**src/rtl/text_ram_reader.sv**
```systemverilog
// Text-mode overlay: scans the character RAM against the VGA counters, fetches glyph rows
// from the font ROM and produces a 1-bit pixel with de/hs/vs delayed by the same 5 clocks.
module text_ram_reader #(
  parameter int COLS         = 80,
  parameter int ROWS         = 25,
  parameter int X0           = 0,
  parameter int Y0           = 40,
  parameter int BLINK_FRAMES = 30
) (
  input  logic        clk,
  input  logic        rst_n,
  input  logic [9:0]  hcount,
  input  logic [9:0]  vcount,
  input  logic        de_in,
  input  logic        hs_in,
  input  logic        vs_in,
  input  logic [10:0] cursor_addr,
  output logic [10:0] ram_addr,
  input  logic [7:0]  ram_dout,
  output logic [11:0] rom_addr,
  input  logic [7:0]  rom_dout,
  output logic        pix_on,
  output logic        de_out,
  output logic        hs_out,
  output logic        vs_out
);

  localparam int          FW     = (BLINK_FRAMES > 1) ? $clog2(BLINK_FRAMES) : 1;
  localparam logic [10:0] X0_L   = 11'(X0);
  localparam logic [10:0] Y0_L   = 11'(Y0);
  localparam logic [10:0] W_L    = 11'(8 * COLS);
  localparam logic [10:0] H_L    = 11'(16 * ROWS);
  localparam logic [10:0] COLS_L = 11'(COLS);
  localparam logic [FW-1:0] LAST_L = FW'(BLINK_FRAMES - 1);

  // side info word: [8]=in_win [7]=cursor hit [6:3]=glyph row [2:0]=pixel bit
  logic [10:0] dx_s, dy_s, cell_s;
  logic        in_win_s, hit_s, glyph_s, under_s, pix_s;
  logic [8:0]  side1_r, side2_r, side3_r, side4_r;
  logic        blank3_r, blank4_r;
  logic [14:0] sync_r;
  logic        vs_prev_r, phase_r;
  logic [FW-1:0] frame_cnt_r;

  // Window decode; left/top of window wraps dx/dy past the width so one compare suffices.
  always_comb begin
    dx_s     = {1'b0, hcount} - X0_L;
    dy_s     = {1'b0, vcount} - Y0_L;
    in_win_s = de_in && (dx_s < W_L) && (dy_s < H_L);
    cell_s   = {4'd0, dy_s[10:4]} * COLS_L + {3'd0, dx_s[10:3]};
    hit_s    = in_win_s && (cell_s == cursor_addr);
  end

  // Address and side-info pipeline (E1..E4).
  always_ff @(posedge clk or negedge rst_n) begin
    if (!rst_n) begin
      ram_addr <= 11'd0;
      rom_addr <= 12'd0;
      side1_r  <= 9'd0;
      side2_r  <= 9'd0;
      side3_r  <= 9'd0;
      side4_r  <= 9'd0;
      blank3_r <= 1'b0;
      blank4_r <= 1'b0;
    end else begin
      if (in_win_s) begin
        ram_addr <= cell_s;
      end else begin
        ram_addr <= ram_addr;
      end
      side1_r <= {in_win_s, hit_s, dy_s[3:0], dx_s[2:0]};
      side2_r <= side1_r;
      if (side2_r[8]) begin
        rom_addr <= {ram_dout, side2_r[6:3]};
      end else begin
        rom_addr <= rom_addr;
      end
      blank3_r <= (ram_dout == 8'hFF);
      side3_r  <= side2_r;
      blank4_r <= blank3_r;
      side4_r  <= side3_r;
    end
  end

  // 0xFF cells suppress the glyph but still carry the cursor underline.
  always_comb begin
    glyph_s = rom_dout[3'd7 - side4_r[2:0]];
    under_s = side4_r[7] && phase_r && (side4_r[6:3] >= 4'd14);
    pix_s   = side4_r[8] && ((glyph_s && !blank4_r) || under_s);
  end

  // Pixel output (E5) and the matching 5-deep de/hs/vs delay line.
  always_ff @(posedge clk or negedge rst_n) begin
    if (!rst_n) begin
      pix_on <= 1'b0;
      sync_r <= 15'd0;
    end else begin
      pix_on <= pix_s;
      sync_r <= {sync_r[11:0], de_in, hs_in, vs_in};
    end
  end

  assign de_out = sync_r[14];
  assign hs_out = sync_r[13];
  assign vs_out = sync_r[12];

  // Cursor blink: count vsync rising edges, toggle phase every BLINK_FRAMES frames.
  always_ff @(posedge clk or negedge rst_n) begin
    if (!rst_n) begin
      vs_prev_r   <= 1'b0;
      frame_cnt_r <= '0;
      phase_r     <= 1'b1;
    end else begin
      vs_prev_r <= vs_in;
      if (vs_in && !vs_prev_r) begin
        if (frame_cnt_r == LAST_L) begin
          frame_cnt_r <= '0;
          phase_r     <= ~phase_r;
        end else begin
          frame_cnt_r <= frame_cnt_r + FW'(1);
        end
      end else begin
        frame_cnt_r <= frame_cnt_r;
      end
    end
  end

endmodule

```
**config.mk**
```make
export PLATFORM = sky130hd
export DESIGN_NAME = text_ram_reader
export DESIGN_NICKNAME = d
export VERILOG_FILES = /design/src/rtl/text_ram_reader.sv
export SDC_FILE = /design/constraint.sdc
export NUM_CORES = 1
export LEC_CHECK = 0
export ABC_AREA = 1
export BUFFER_PORTS_ARGS = -buffer_cell sky130_fd_sc_hd__buf_2
export CAP_MARGIN = 20
export CELL_PAD_IN_SITES_DETAIL_PLACEMENT = 1
export CELL_PAD_IN_SITES_GLOBAL_PLACEMENT = 1
export CORE_UTILIZATION = 37
export DETAILED_ROUTE_END_ITERATION = 8
export GPL_TIMING_DRIVEN = 0
export PLACE_DENSITY = 0.77
export SYNTH_ARGS = -nofsm -noshare
export SYNTH_HDL_FRONTEND = slang
export SYNTH_SLANG_ARGS = --single-unit
```
**constraint.sdc**
```tcl
create_clock -name clk -period 1.2 [get_ports clk]
set_input_delay 0.24 -clock clk [delete_from_list [all_inputs] [get_ports clk]]
set_output_delay 0.24 -clock clk [all_outputs]
set_load 0.01 [all_outputs]
```
=== Word level (Yosys, flattened, before mapping) ===
Cells that the tools add are included.

* Input bits: 52
* Output and inout bits: 27
* Flip-flop bits (word level): 84

* Bitwise logic cells: 1
* Reduce and logical (&&, ||, !) cells: 12
* Magnitude comparators: 4
* Add/subtract/negate cells: 4
* $mul: 1
* Eq/ne operators: 3
* Muxes and demuxes: 3

{| class="wikitable"
|+ Operators by type and width
! kind !! number
|-
| 11-bit by 7-bit adder with 11-bit output || 1
|-
| 11-bit equality test || 1
|-
| 11-bit by 9-bit < comparator with 1-bit output (second input constant) || 1
|-
| 10-bit by 6-bit subtractor with 11-bit output (second input constant) || 1
|-
| 10-bit < comparator (second input constant) || 1
|-
| 8-bit equality test (second input constant) || 1
|-
| 1-bit logical AND || 8
|-
| 7-bit by 3-bit multiplier with 7-bit output (second input constant) || 1
|-
| 5-bit by 1-bit adder with 5-bit output (second input constant) || 1
|-
| 5-bit equality test (second input constant) || 1
|-
| 5-bit two-way mux || 1
|-
| 4-bit greater-or-equal comparator (second input constant) || 1
|-
| 3-bit by 4-bit < comparator with 1-bit output (second input constant) || 1
|-
| 1-bit binary-select mux with 3-bit select || 1
|-
| 3-bit subtractor (first input constant) || 1
|-
| 1-bit logical NOT || 2
|-
| 2-bit AND reduction || 1
|-
| 1-bit logical OR || 1
|-
| 1-bit two-way mux || 1
|-
| 1-bit inverter || 1
|}

=== Longest topological paths before layout ===
Gate-level depths: netlist of the first run.

* Word-level depth: 6
* Depth in mapped cells: 19
* Mapped depth without buffers: 19

=== Worst setup path after synthesis of the first run ===
Ideal clock, no wire load.

* Path kind: input to register
* Start: input port vcount[3]
* End: register side1_r[7]
* Arrival time: 2.448 ns
* Cell stages on the path: 17
* Setup time: 0.115 ns
* Data required time: 1.085 ns
* Path slack: -1.363 ns
* Cells stage by stage: inv_1 ha_1 inv_2 a21oi_1 xor2_1 ha_1 ha_1 inv_1 fa_1 inv_1 nand2_1 nor2_1 inv_1 nand3_1 nand3_1 nand2_1 nor2_1

* Longest elaborated chain between the ends: 5

{| class="wikitable"
|+ Ends and longest elaborated chain
! what !! line !! source
|-
| start: declaration || 13 || <nowiki>input logic [9:0] vcount,</nowiki>
|-
| 10-bit by 6-bit subtractor with 11-bit output (*) || 48 || <nowiki>dy_s = {1'b0, vcount} - Y0_L;</nowiki>
|-
| 7-bit by 3-bit multiplier with 7-bit output || 50 || <nowiki>cell_s = {4'd0, dy_s[10:4]} * COLS_L + {3'd0, dx_s[10:3]};</nowiki>
|-
| 11-bit by 7-bit adder with 11-bit output || 50 ||
|-
| 11-bit equality test || 51 || <nowiki>hit_s = in_win_s && (cell_s == cursor_addr);</nowiki>
|-
| 1-bit logical AND (*) || 51 ||
|-
| via hit_s || 38 || <nowiki>logic in_win_s, hit_s, glyph_s, under_s, pix_s;</nowiki>
|-
| end signal: assignment || 71 || <nowiki>side1_r <= {in_win_s, hit_s, dy_s[3:0], dx_s[2:0]};</nowiki>
|-
| end: declaration || 39 || <nowiki>logic [8:0] side1_r, side2_r, side3_r, side4_r;</nowiki>
|}

Mark *: on every way through the listed nets, which the timed path passes. The rest lies on a longest branch.
A chain may end at the register's enable or synchronous reset.

=== Worst setup path after layout of the first run ===
* Start: input port vcount[4]
* End: register side1_r[7]

The elaborated chain is that of the path after synthesis.

==> impl_metrics.env, run 1 <==
export IMPL_crit_required_ns=1.48
export IMPL_critPathSlowestCell="fa_2"
export IMPL_ir_drop_v=0.000557
export IMPL_routedLengthMet1_um=3060
export IMPL_r2r_cells=6
export IMPL_die_area_um2=9460
export IMPL_synth_fa_ha_area_share_pct=6.03
export IMPL_fp_dieW_um=97.3
export IMPL_hold_violations=0
export IMPL_ys_top_cells_by_area="dfrtp_1, ha_1, nand2_1, mux2_2, inv_1"
export IMPL_start_util_pct=38.3
export IMPL_num_rows=34
export IMPL_cts_tree="yes"
export IMPL_finalMaxSlewViolations=0
export IMPL_r2r_end="frame_cnt_r[3]$_DFFE_PN0P_"
export IMPL_crit_path_end="side1_r[7]$_DFF_PN0_"
export IMPL_cp_depth=18
export IMPL_synth_seq_cells=81
export IMPL_crit_reg2reg_launch="frame_cnt_r[0]$_DFFE_PN0P_"
export IMPL_avgRoutedWirePerCell_um=14.6
export IMPL_most_common_layout_cells="dfrtp_1, buf_2, nand2_1, inv_1, nand2_2"
export IMPL_syn_num_nets=364
export IMPL_synth_top_family_by_area="simple AND/OR/NAND/NOR gates"
export IMPL_final_layout_size_suffix_gt1_share_pct=51.7
export IMPL_top_layer_used="met4"
export IMPL_worstSkewPairLatency_ns=0.35
export IMPL_arrival_ns=2.57
export IMPL_crit_family="adder cells"
export IMPL_grt_pass1_vias=2805
export IMPL_start_kind="input pin"
export IMPL_fin_ws_ns=-1.10
export IMPL_portBuffers=78
export IMPL_fin_worst_skew_ns=0.00932
export IMPL_layout_min_cycle_time_ns=2.30
export IMPL_dr_wl_met3_um=252
export IMPL_dr_wl_met2_um=4310
export IMPL_setup_worst_path_class="input pin to flip-flop"
export IMPL_crit_fanout=3
export IMPL_setup_viol=17
export IMPL_crit_path_start="vcount[4]"
export IMPL_ys_types=31
export IMPL_rrSetupSlack_ns=-0.08
export IMPL_synthXorXnorAreaFrac_pct=2.79
export IMPL_rsz0062_at_grt="yes"
export IMPL_drt_first_pass_iters=4
export IMPL_power_density_nw_per_um2=1610
export IMPL_final_common_cell="dfrtp_1"
export IMPL_stdcell_area_um2=4740
export IMPL_stdcell_count=530
export IMPL_nNetsFinal=484
export IMPL_yosys_warnings=0
export IMPL_worst_setup_path_end_kind="flip-flop"
export IMPL_dpl_hpwl_um=5120
export IMPL_synth_simple_area_share_pct=15.8
export IMPL_synth_top_area_share_pct=59.6
export IMPL_root_buffer="clkbuf_8"
export IMPL_clk_pin_slew_worst_paths_ns=0.09
export IMPL_power_total_mw=7.65
export IMPL_cp_cell_sequence="buf_12, inv_12, ha_4, inv_4, a21oi_4, xor2_2, ha_1, ha_2, inv_2, fa_2, inv_2, nand2_4, nand2_4, nand2_1, nand3_2, nor2_2, nand3_1, nor2_1"
export IMPL_power_leakage_nw=2.29
export IMPL_place_area_um2=3990
export IMPL_die_h_um=97.3
export IMPL_synth_edff_count=0
export IMPL_vias_per_cell=4.77
export IMPL_coreArea_um2=8760
export IMPL_grt_max_degree=67
export IMPL_max_freq_mhz=436
export IMPL_overflow=0
export IMPL_track_usage_pct=18.2
export IMPL_post_synth_cell_area_avg_um2=11.3
export IMPL_maxSlewHeadroom_pct=78.9
export IMPL_cts_sinks=81
export IMPL_postRouteAntennaNets=0
export IMPL_vias=2527
export IMPL_grt_pass1_wl_um=13400
export IMPL_grt_antenna_before_repair=0
export IMPL_async_flop_share_pct=100
export IMPL_synth_flop_cell="dfrtp_1"
export IMPL_area_delta_synth_final_pct=41.2
export IMPL_timing_final_crit_share_pct=191
export IMPL_ios=79
export IMPL_syn_inst=297
export IMPL_post_place_ws_ns=-1.64
export IMPL_synth_seq_area_share_pct=60.4
export IMPL_netlist_area_um2=3360
export IMPL_place_gp_congestion=0.757
export IMPL_cts_made_buffers=9
export IMPL_violations="negative setup slack"
export IMPL_status="finished with violations"
export IMPL_max_slew_worst_pin_slew_ns=0.316
export IMPL_maxCapViolations=0
export IMPL_htree_num_levels=3
export IMPL_drtIter0Drc=42
export IMPL_clockBufferDepth=2
export IMPL_synth_area_leader_cell="dfrtp_1"
export IMPL_place_inst=484
export IMPL_synth_compound_area_share_pct=5.88
export IMPL_worst_path_buf_inv=5
export IMPL_antenna_cells=0
export IMPL_wl_um=7720
export IMPL_synthMuxAreaShare_pct=4.32
export IMPL_max_stage_delay_ns=0.56
export IMPL_drc_errors=0
export IMPL_hold_path_class="input pin to flip-flop"
==> final cells by class <==
type / instances / area (um^2)
clock buffer: 9 / 124
timing repair buffer: 110 / 742
clock inverter: 7 / 65.1
tap: 108 / 135
multi-input combinational: 177 / 1470
sequential: 81 / 2030
inverter: 36 / 160
fill: 942 / 4020
buffer: 2 / 22.5
==> sequential cells by signal, summed over array words and instances, names as in the netlist <==
signal       flops
sync_r          15
side3_r          8
pix_on           1
phase_r          1
rom_addr        12
side2_r          9
ram_addr        11
side4_r          8
frame_cnt_r      5
blank4_r         1
side1_r          9
blank3_r         1
==> kinds of logic after synthesis <==
family,after synthesis
muxes,13
adders and majority gates,15
and+or+nand+nor,110
DFF,81
buffers and inverters,39
AOI/OAI and AO/OA,30
xor gates and xnor gates,9
==> metrics by stage <==
stage,hold slack [ns],setup TNS (ns),util [%]
floorplan,-0.0556,-6.52,-
global placement,0.332,-67.27,45.2
detailed placement,0.119,-15.52,45.5
CTS,0.114,-6.23,53.0
global route,0.115,-7.94,54.1
finish,0.134,-6.72,54.1
==> synthesized netlist by cell type (2+ instances only) <==
library cell,count
dfrtp_1,80
nand2_1,40
inv_1,34
nand3_1,20
nor2_1,18
nand2_2,14
ha_1,13
mux2_2,12
o21ai_0,12
o21ai_2,10
nand3b_1,5
nand4_1,5
xnor2_1,5
a21oi_1,4
nor2_2,3
buf_6,2
fa_1,2
inv_2,2
nor3_1,2
xor2_1,2
xor2_2,2
==> report_power, final <==
group | internal, mW | switching, mW
registers | 3.15 | 0.293
clock network | 0.793 | 1.05
logic | 1.15 | 1.21
total | 5.10 | 2.56
==> timing repair <==
action / in CTS / in global routing
resized for setup: 44 / 39
endpoints found under the setup margin: 27 / 22
hold buffers: 10 / 0
gates cloned: 2 / 0
pin swaps: 21 / 23
endpoints found under the hold margin: 24 / 0
buffers inserted: 18 / 5
==> layer usage <==
metal  vias to the layer above  GRT usage, %
met5                         -             0
met4                         0          7.13
met3                         6          4.46
met2                        56          33.3
met1                      1253          20.2
li1                       1212             -
==> worst reg2reg max path, stage by stage, from the launching register on <==
cell,delay [ns]
dfrtp_2,0.47
ha_4,0.15
nand4_1,0.14
nor2_2,0.23
inv_2,0.07
o21ai_2,0.06
a21oi_1,0.06
==> worst min path at each step <==
stage                     slack [ns]  depth (start not counted)                 endpoint                start
after floorplan                -0.06                          0       blank3_r$_DFF_PN0_                rst_n
after global placement          0.33                          0      sync_r[8]$_DFF_PN0_  sync_r[5]$_DFF_PN0_
after detailed placement        0.12                          1     side4_r[0]$_DFF_PN0_                rst_n
after CTS                       0.11                          2  rom_addr[4]$_DFFE_PN0P_          ram_dout[0]
after global routing            0.11                          2  rom_addr[4]$_DFFE_PN0P_          ram_dout[0]
final                           0.13                          2  rom_addr[4]$_DFFE_PN0P_          ram_dout[0]
Power figures use the tool's default switching activity.
==> run 2, diff against run 1 <==
PLACE_DENSITY = unset   (was 0.77)
PLACE_DENSITY_LB_ADDON = 0.2   (was unset)
==> run 2 against run 1 <==
Net effect: the flow still finishes with violations (negative setup slack); total power down 0.18%; critical path depth unchanged; clock skew down 0.00087 ns; cell area down 0.61%; sequential power about the same; via count down 1.1%; sequential share of layout area up 0.23 points; core utilization down 0.33 points; critical path type unchanged.
==> impl_metrics.env, run 2 (synthesis results as in run 1) <==
export IMPL_status="finished with violations"
export IMPL_violations="negative setup slack"
export IMPL_place_inst=484
export IMPL_max_slew_worst_pin_slew_ns=0.323
export IMPL_antenna_cells=0
export IMPL_timing_final_crit_share_pct=192
export IMPL_setup_worst_path_class="input pin to flip-flop"
export IMPL_worst_setup_path_end_kind="flip-flop"
export IMPL_coreArea_um2=8760
export IMPL_htree_num_levels=3
export IMPL_root_buffer="clkbuf_8"
export IMPL_setup_viol=18
export IMPL_portBuffers=78
export IMPL_vias_per_cell=4.70
export IMPL_nNetsFinal=486
export IMPL_reg_top3="sync_r (15), rom_addr (12), ram_addr (11)"
export IMPL_max_stage_delay_ns=0.45
export IMPL_crit_required_ns=1.48
export IMPL_cts_sinks=81
export IMPL_overflow=0
export IMPL_most_common_layout_cells="dfrtp_1, buf_2, nand2_1, nand2_2, inv_1"
export IMPL_drt_first_pass_iters=4
export IMPL_ir_drop_v=0.000604
export IMPL_fp_dieW_um=97.3
export IMPL_wl_um=7730
export IMPL_vias=2498
export IMPL_die_h_um=97.3
export IMPL_grt_max_degree=67
export IMPL_final_layout_size_suffix_gt1_share_pct=52.6
export IMPL_cp_common_cell="ha_4"
export IMPL_power_leakage_nw=2.27
export IMPL_arrival_ns=2.58
export IMPL_die_area_um2=9460
export IMPL_rsz0062_at_grt="yes"
export IMPL_regMostFlops="sync_r"
export IMPL_crit_fanout=3
export IMPL_fillers=981
export IMPL_grt_pass1_vias=2599
export IMPL_ios=79
export IMPL_finalMaxSlewViolations=0
export IMPL_cp_cell_sequence="buf_12, inv_12, ha_4, inv_2, a21oi_2, xor2_2, buf_4, ha_4, ha_4, inv_2, fa_2, nand2_1, nand2_4, nand2_2, nand3_2, nor2_2, nand3_1, nor2_1"
export IMPL_fin_ws_ns=-1.11
export IMPL_area_delta_synth_final_pct=40.4
export IMPL_clk_pin_slew_worst_paths_ns=0.08
export IMPL_clockBufferDepth=2
export IMPL_final_common_cell="dfrtp_1"
export IMPL_hold_path_class="input pin to flip-flop"
export IMPL_cts_made_buffers=9
export IMPL_maxCapViolations=0
export IMPL_num_rows=34
export IMPL_dpl_hpwl_um=5110
export IMPL_largest_reg_flops=15
export IMPL_start_kind="input pin"
export IMPL_power_density_nw_per_um2=1620
export IMPL_hold_violations=0
export IMPL_postRouteAntennaNets=0
export IMPL_drtIter0Drc=44
export IMPL_grt_antenna_before_repair=0
export IMPL_worstSkewPairLatency_ns=0.35
export IMPL_maxSlewHeadroom_pct=78.5
export IMPL_critPathSlowestCell="fa_2"
export IMPL_track_usage_pct=16.8
export IMPL_drc_errors=0
export IMPL_stdcell_count=532
export IMPL_grt_pass1_wl_um=12400
export IMPL_avgRoutedWirePerCell_um=14.5
export IMPL_power_total_mw=7.64
export IMPL_fin_worst_skew_ns=0.00845
export IMPL_max_freq_mhz=434
export IMPL_layout_min_cycle_time_ns=2.31
export IMPL_cts_tree="yes"
export IMPL_start_util_pct=38.3
export IMPL_place_gp_congestion=0.750
export IMPL_holdWs_ns=0.134
[run 2: through the flow]
step | setup TNS [ns] | util (%) | cell area (um^2) | setup WS (ns)
3_3_place_gp | -67.51 | 45.2 | 3960 | -1.57
4_1_cts | -5.21 | 50.9 | 4460 | -1.05
2_1_floorplan | -6.52 | - | 3430 | -1.19
3_5_place_dp | -14.16 | 45.5 | 3990 | -1.62
5_1_grt | -7.65 | 53.8 | 4720 | -1.21
6_report | -6.35 | 53.8 | 4720 | -1.11
[run 2: critical path, delay by kind of cell]
kind	cells	cell delay, ns
compound gates	1	0.17
simple gates	7	0.64
fa+ha+maj	4	0.91
xor+xnor	1	0.21
buf+inv	5	0.40
[run 2: final timing paths]
check / from / to / slack, ns / cells after the start
setup / recovery: vcount[4] / side1_r[7]$_DFF_PN0_ / -1.11 / 18
hold / removal: ram_dout[0] / blank3_r$_DFF_PN0_ / 0.13 / 3
setup reg to reg: frame_cnt_r[1]$_DFFE_PN0P_ / phase_r$_DFFE_PN1P_ / -0.14 / 6
hold reg to reg: side1_r[7]$_DFF_PN0_ / side2_r[7]$_DFF_PN0_ / 0.35 / 0
max in group asynchronous: rst_n / phase_r$_DFFE_PN1P_ / 0.29 / 3
min in group asynchronous: rst_n / side4_r[0]$_DFF_PN0_ / 0.29 / 2
[run 2: timing repair]
item,in CTS,in global routing
endpoints found under the setup margin,27,29
hold buffers,10,0
endpoints found under the hold margin,24,0
setup buffers,11,12
pin swaps,19,27
resized for setup,30,41
[run 2: per-layer routing]
metal	track usage, %	share of wire, %	vias up
met5	0	0	-
met4	6.11	1.4	0
met3	4.32	4.0	6
met2	28.8	53	55
met1	20.3	42	1232
li1	-	-	1205
[run 2: cell type report]
type	count	area, um^2	area share [%]
inverter	36	153	3.24
buffer	3	38.8	0.822
multi-input combinational	177	1460	31.0
sequential	81	2030	43.0
tap	108	135	2.87
timing repair buffer	111	718	15.2
clock buffer	10	128	2.71
clock inverter	6	51.3	1.09
[run 2: power by group]
group / switching, mW / internal, mW / total, mW
Sequential: 0.291 / 3.15 / 3.44
Clock: 1.02 / 0.776 / 1.79
Combinational: 1.24 / 1.16 / 2.40
Total: 2.55 / 5.09 / 7.64
